==> src/rtl/reg_file_lrstack.sv <==
// Parametrised CPU register file: NREGS x WIDTH registers, two bypassed read ports,
// N/Z flags, and a LR_DEPTH-entry link stack with sticky overflow/underflow flags.
module reg_file_lrstack #(
    parameter int unsigned WIDTH    = 8,
    parameter int unsigned NREGS    = 4,
    parameter int unsigned LR_DEPTH = 4,
    parameter bit          ZERO_REG = 1'b0
) (
    input  logic                               clk,
    input  logic                               reset,
    input  logic [$clog2(NREGS)-1:0]           ra_addr,
    input  logic [$clog2(NREGS)-1:0]           rb_addr,
    input  logic [$clog2(NREGS)-1:0]           wr_addr,
    input  logic [WIDTH-1:0]                   wr_data,
    input  logic                               wr_en,
    input  logic                               n_in,
    input  logic                               z_in,
    input  logic                               n_we,
    input  logic                               z_we,
    output logic [WIDTH-1:0]                   ra_val,
    output logic [WIDTH-1:0]                   rb_val,
    output logic                               n,
    output logic                               z,
    input  logic [WIDTH-1:0]                   lr_in,
    input  logic                               lr_push,
    input  logic                               lr_pop,
    output logic [WIDTH-1:0]                   lr_out,
    output logic [$clog2(LR_DEPTH+1)-1:0]      lr_depth,
    output logic                               lr_overflow,
    output logic                               lr_underflow
);

    localparam int unsigned AW = $clog2(NREGS);
    localparam int unsigned DW = $clog2(LR_DEPTH + 1);
    localparam int unsigned SW = (LR_DEPTH > 1) ? $clog2(LR_DEPTH) : 1;
    localparam logic [DW-1:0] MaxDepth = DW'(LR_DEPTH);
    localparam logic [DW-1:0] OneDepth = DW'(1);

    logic [WIDTH-1:0] regs_q [NREGS];
    logic [WIDTH-1:0] regs_d [NREGS];
    logic             n_q, n_d;
    logic             z_q, z_d;

    logic [WIDTH-1:0] stk_q [LR_DEPTH];
    logic [WIDTH-1:0] stk_d [LR_DEPTH];
    logic [DW-1:0]    depth_q, depth_d;
    logic             ovf_q, ovf_d;
    logic             udf_q, udf_d;

    logic [SW-1:0]    top_idx;
    logic [SW-1:0]    free_idx;
    logic             wr_drop;

    assign top_idx  = SW'(depth_q - OneDepth);
    assign free_idx = SW'(depth_q);
    assign wr_drop  = ZERO_REG && (wr_addr == '0);

    // Register file and flags next state
    always_comb begin
        regs_d = regs_q;
        n_d    = n_q;
        z_d    = z_q;
        if (wr_en && !wr_drop) begin
            regs_d[wr_addr] = wr_data;
        end
        if (n_we) begin
            n_d = n_in;
        end
        if (z_we) begin
            z_d = z_in;
        end
    end

    // Read ports with same-cycle write bypass; a hardwired zero register wins over bypass
    always_comb begin
        ra_val = regs_q[ra_addr];
        if (wr_en && (wr_addr == ra_addr)) begin
            ra_val = wr_data;
        end
        if (ZERO_REG && (ra_addr == '0)) begin
            ra_val = '0;
        end

        rb_val = regs_q[rb_addr];
        if (wr_en && (wr_addr == rb_addr)) begin
            rb_val = wr_data;
        end
        if (ZERO_REG && (rb_addr == '0)) begin
            rb_val = '0;
        end
    end

    // Link stack next state
    always_comb begin
        stk_d   = stk_q;
        depth_d = depth_q;
        ovf_d   = ovf_q;
        udf_d   = udf_q;
        if (lr_push && lr_pop) begin
            // Tail-call swap; on an empty stack it degrades to a plain push
            if (depth_q != '0) begin
                stk_d[top_idx] = lr_in;
            end else begin
                stk_d[0] = lr_in;
                depth_d  = OneDepth;
            end
        end else if (lr_push) begin
            if (depth_q < MaxDepth) begin
                stk_d[free_idx] = lr_in;
                depth_d         = depth_q + OneDepth;
            end else begin
                ovf_d = 1'b1;
            end
        end else if (lr_pop) begin
            if (depth_q != '0) begin
                depth_d = depth_q - OneDepth;
            end else begin
                udf_d = 1'b1;
            end
        end
    end

    always_ff @(posedge clk) begin
        if (reset) begin
            for (int i = 0; i < NREGS; i++) begin
                regs_q[i] <= '0;
            end
            for (int i = 0; i < LR_DEPTH; i++) begin
                stk_q[i] <= '0;
            end
            n_q     <= 1'b0;
            z_q     <= 1'b0;
            depth_q <= '0;
            ovf_q   <= 1'b0;
            udf_q   <= 1'b0;
        end else begin
            regs_q  <= regs_d;
            stk_q   <= stk_d;
            n_q     <= n_d;
            z_q     <= z_d;
            depth_q <= depth_d;
            ovf_q   <= ovf_d;
            udf_q   <= udf_d;
        end
    end

    assign n            = n_q;
    assign z            = z_q;
    assign lr_out       = (depth_q != '0) ? stk_q[top_idx] : '0;
    assign lr_depth     = depth_q;
    assign lr_overflow  = ovf_q;
    assign lr_underflow = udf_q;

endmodule

==> config.mk <==
export PLATFORM = sky130hd
export DESIGN_NAME = reg_file_lrstack
export DESIGN_NICKNAME = d
export VERILOG_FILES = /design/src/rtl/reg_file_lrstack.sv
export SDC_FILE = /design/constraint.sdc
export NUM_CORES = 1
export LEC_CHECK = 0
export ABC_CLOCK_PERIOD_IN_PS = 4000
export CELL_PAD_IN_SITES_DETAIL_PLACEMENT = 1
export CELL_PAD_IN_SITES_GLOBAL_PLACEMENT = 1
export CORE_MARGIN = 1.5
export CORE_UTILIZATION = 30
export DETAILED_ROUTE_END_ITERATION = 8
export GPL_TIMING_DRIVEN = 1
export PLACE_DENSITY_LB_ADDON = 0.1
export SLEW_MARGIN = 25
export SYNTH_ARGS = -nofsm -noshare
export SYNTH_HDL_FRONTEND = slang
export SYNTH_SLANG_ARGS = --single-unit
==> constraint.sdc <==
create_clock -name clk -period 4 [get_ports clk]
set_input_delay 0.6 -clock clk [delete_from_list [all_inputs] [get_ports clk]]
set_output_delay 0.6 -clock clk [all_outputs]
set_load 0.01 [all_outputs]
==> results <==
- After technology mapping, the gate count stands at 351.
- For this run, the slowest stage of the critical path takes 690 ps.
- The synthesized netlist contains 42 unique library cells.
- On the final layout, the worst clock skew is 2.48 ps.
- The row count is 41.
- Global routing used 15.5% of the available tracks.
- The critical path goes through inv_1 > ha_1 > mux4_2 > and2_1 > clkdlybuf4s50_1.
- Once detail routing completed, the nets flagged for antenna violations numbered 0.
- The HPWL after detailed placement is 6530 µm.
- Counting along the longest clock path gives a buffer depth of 2.
- The remaining max-slew budget at the tightest pin is 50.2%.
- Setup violations remaining at the end of the flow were counted as 0.
- The final count of pins violating max slew is 0.
- The count of nets after finishing is 442.
- The starting DRC count in detailed routing is 80.
- The share of the clock period used by the worst path after layout is 81.4%.
- The number of stages on the worst setup path is 5.
- The maximum clock frequency is 0.307 GHz.
- The maximum fanout along the worst path is 11.
- For this run, the leading register cell type out of synthesis is sky130_fd_sc_hd__dfxtp_1.
- The worst path arrival time is 2660 ps.
- Compared with the post-synthesis result, the final layout area differs by 26.7%.
- For this run, the detailed router's first-pass iteration total came to 4.
- The classification of the worst-slack hold path is flop to flop.
- The count of buffer and inverter cells on the critical path is 2.
- The aggregate routed wire length is 9840 µm.
- For the pin with the worst max-slew slack, the measured transition is 747 ps.
- The number of failing hold endpoints at the final stage came to 0.
- The via count of the first global-routing pass is 2941.
- The diode insertion count for antenna repair is 0.
- The die covers 13700 µm².
- Signal routing reaches up to met4.
- The residual overflow from global routing is 0.
- STA classifies the critical path startpoint as a flop.
- Counting tap cells, the placed design contains a total of 567 instances.
- The time the worst path needs with I/O delays and setup is 3260 ps.
- The initial antenna violation count came to 0.
- Buffers added to address setup during post-CTS repair amount to 0.
- Sequential elements use 36.4% of the synthesized area.
- The area taken by multi-input logic gates is 2320 µm².
- The number of warning messages in the yosys log is 0.
- The core occupancy in the finished layout is 39.1%.
- The flip-flop and latch area is 1420 µm².
- In this run the biggest area consumer among cell types represents 36.4% of the synthesized area.
- The post-layout instance count excluding filler cells is 583.
- The overall via count from detail_route is 2853.
- The share of total power dissipated in sequential elements is 37.2%.
- 62 I/O pins were placed.
- The die is 117 µm wide.
- Counting flops and latches in the post-synthesis netlist gives 71.
- The DRC violation count after routing is 0.
- The initial core utilization is 30.9%.
- After detailed routing, the average wire length per cell comes to 16.9 µm.
- Power spread over the standard cell area amounts to 420 nW/µm².
- TritonCTS built the clock tree.
- The cell count of the worst reg-to-reg path is 6.
- The total internal power is 1510 µW.
- The flow ran to the end, and the final reports show no timing, DRC or antenna violations.
- The post-detailed-route via-to-cell ratio is 4.89.
- The aggregate negative setup slack is 0 ps.
- The instance count along the most critical hold path is 2.
- The global-route wire length before repair is 15900 µm.
- For this design the static power due to leakage is 0.00212 µW.
- The wire length the detailed router placed on met1 is 4670 µm.
- The nature of the critical path endpoint is a primary output.
- In this run, synthesis inferred 0 flip-flops with an integrated enable.
- The filler cell count in the final layout is 1403.
- TritonCTS created 9 clock buffers.
- The most common cell in the synthesized netlist is sky130_fd_sc_hd__dfxtp_1.
- The clock tree root driver cell is sky130_fd_sc_hd__clkbuf_16.
- Net switching is 27.6% of the power.
- The chip height is 117 µm.
- The net count after synthesis is 387.
- During placement, the flow inserted port buffers numbering 61.
- The sum of met3 wire segment lengths after detailed routing is 231 µm.
- The clock transition time at the flip-flop clock pins of the worst setup and hold paths is 60 ps.
- After clock tree synthesis, the repair step resized 0 gates.
- The floorplan step defined a core boundary enclosing 12700 µm².
- Summed over all nets, wire length on met2 after detailed routing comes to 4800 µm.
- In the synthesized netlist the async set-or-reset flop fraction comes to 0%.
- Setup repair after global routing left no endpoint under its margin.
- Of the cells placed in the final design, the portion with a size suffix greater than 1 is 15.1%.
- The worst supply voltage drop on vdd is 0.166 mV.
- Per report_power, the combinational group accounts for 23.2% of the total.
- The clock sink count is 71.
- The top cell type by total area after synthesis is sky130_fd_sc_hd__dfxtp_1.
- The cell with the biggest individual delay on the critical path is sky130_fd_sc_hd__ha_1.
- The synthesized area per cell is 11.1 µm².
- By startpoint and endpoint, the worst setup path is classified as flop to primary output.
- For this design the total switching power over the nets is 574 µW.
- By area the synthesized netlist is led by sky130_fd_sc_hd__dfxtp_1 36%, sky130_fd_sc_hd__mux2i_1 15%, sky130_fd_sc_hd__mux4_1 11%.
- The cell area that synthesis handed to floorplanning was 3910 µm².
- After clock tree synthesis, the flow added hold-fix buffers numbering 0.
- Entering global routing, the biggest net connects 44 pins.
- The clock insertion delay at the later pin of the skew report is 330 ps.
- The commonest cells after synthesis are 71 x sky130_fd_sc_hd__dfxtp_1, 60 x sky130_fd_sc_hd__mux2i_1, 48 x sky130_fd_sc_hd__nor2_1, 34 x sky130_fd_sc_hd__nand2b_1, 17 x sky130_fd_sc_hd__mux2_2.
- The final RePlAce weighted congestion is 0.709.
- The H-tree was split into 3 levels.
- The family with the most delay on the worst path is adder cells.
- Data on the critical path is required at its endpoint by 3400 ps.
- The fraction of power consumed by the clock network is 39.6%.
- The total of max-cap violations is 0.
==> per-layer routing <==
| metal | GRT usage (%) | vias to the layer above |
|---|---|---|
| met1 | 19.8 | 1413 |
| met4 | 5.54 | 0 |
| met3 | 2.21 | 11 |
| met5 | 0 | - |
| li1 | - | 1387 |
| met2 | 26.5 | 42 |
==> stage by stage <==
stage / worst slack [ps] / hold WS, ps / power [µW] / instance area, µm²
finish: 745 / 471 / 2080 / 4950
floorplan: 1670 / 442 / 1110 / 3910
detailed placement: 790 / 464 / 1280 / 4640
CTS: 666 / 473 / 2120 / 4950
global placement: 795 / 453 / 1270 / 4640
global route: 574 / 484 / 2190 / 4950
==> worst paths after layout <==
kind | slack [ps] | startpoint | endpoint
setup / recovery | 740 | lr_depth[1] | lr_out[2]
hold reg to reg | 470 | stk_q[19] | stk_q[19]
setup reg to reg | 1890 | lr_depth[1] | stk_q[30]
hold / removal | 470 | stk_q[19] | stk_q[19]
==> worst register-to-register path, stage by stage, from the launching register on <==
cell and delay, ps:
sky130_fd_sc_hd__dfxtp_1 370, sky130_fd_sc_hd__inv_1 160, sky130_fd_sc_hd__ha_1 360, sky130_fd_sc_hd__nand2b_4 180
sky130_fd_sc_hd__a21oi_2 600, sky130_fd_sc_hd__nand3_1 200, sky130_fd_sc_hd__a21oi_1 170
==> cell usage in the layout (no fill, tap or decap), drive strengths merged <==
cell type	count
a21oi	12
a221o	1
a221oi	1
a311oi	1
a31oi	2
a32o	1
a32oi	1
and2	8
and3	1
buf	9
bufinv	1
clkbuf	13
clkdlybuf4s50	60
clkinv	2
dfxtp	71
ha	5
inv	6
mux2	17
mux2i	60
mux4	24
nand2	2
nand2b	35
nand3	11
nand3b	2
nor2	49
nor2b	1
nor3b	2
nor4	2
o211ai	2
o21ai	4
o32ai	1
xnor2	4
==> power by group through the flow <==
stage	logic (µW)	registers, µW	clock network, µW
after floorplan	324	788	0
after global placement	486	788	0
after detailed placement	495	790	0
after CTS	496	775	851
after global routing	530	780	879
final	483	775	824
==> cell type report <==
type / count / area share [%]
clock buffers: 13 / 5.46
clock inverters: 3 / 0.808
inverters: 6 / 0.455
multi-input cells: 249 / 46.8
flip-flops and latches: 71 / 28.7
well taps: 172 / 4.34
repair buffers: 69 / 13.4
==> sequential cells by signal, indices dropped and copies added (netlist names) <==
| name | cells |
|---|---|
| regs_q | 32 |
| n | 1 |
| lr_overflow | 1 |
| lr_depth | 3 |
| z | 1 |
| lr_underflow | 1 |
| stk_q | 32 |
==> logic make-up (layout without fill, tap and decap cells) <==
family	count (synthesis)	count (layout)	share of synthesized area [%]
compound gates	26	26	5.28
xor+xnor	4	4	0.896
fa+ha+maj	5	5	1.60
buf+inv	31	91	4.35
flops	71	71	36.4
mux	101	101	35.6
simple gates	113	113	15.9
Note: power is estimated with default switching activity, not from simulation.
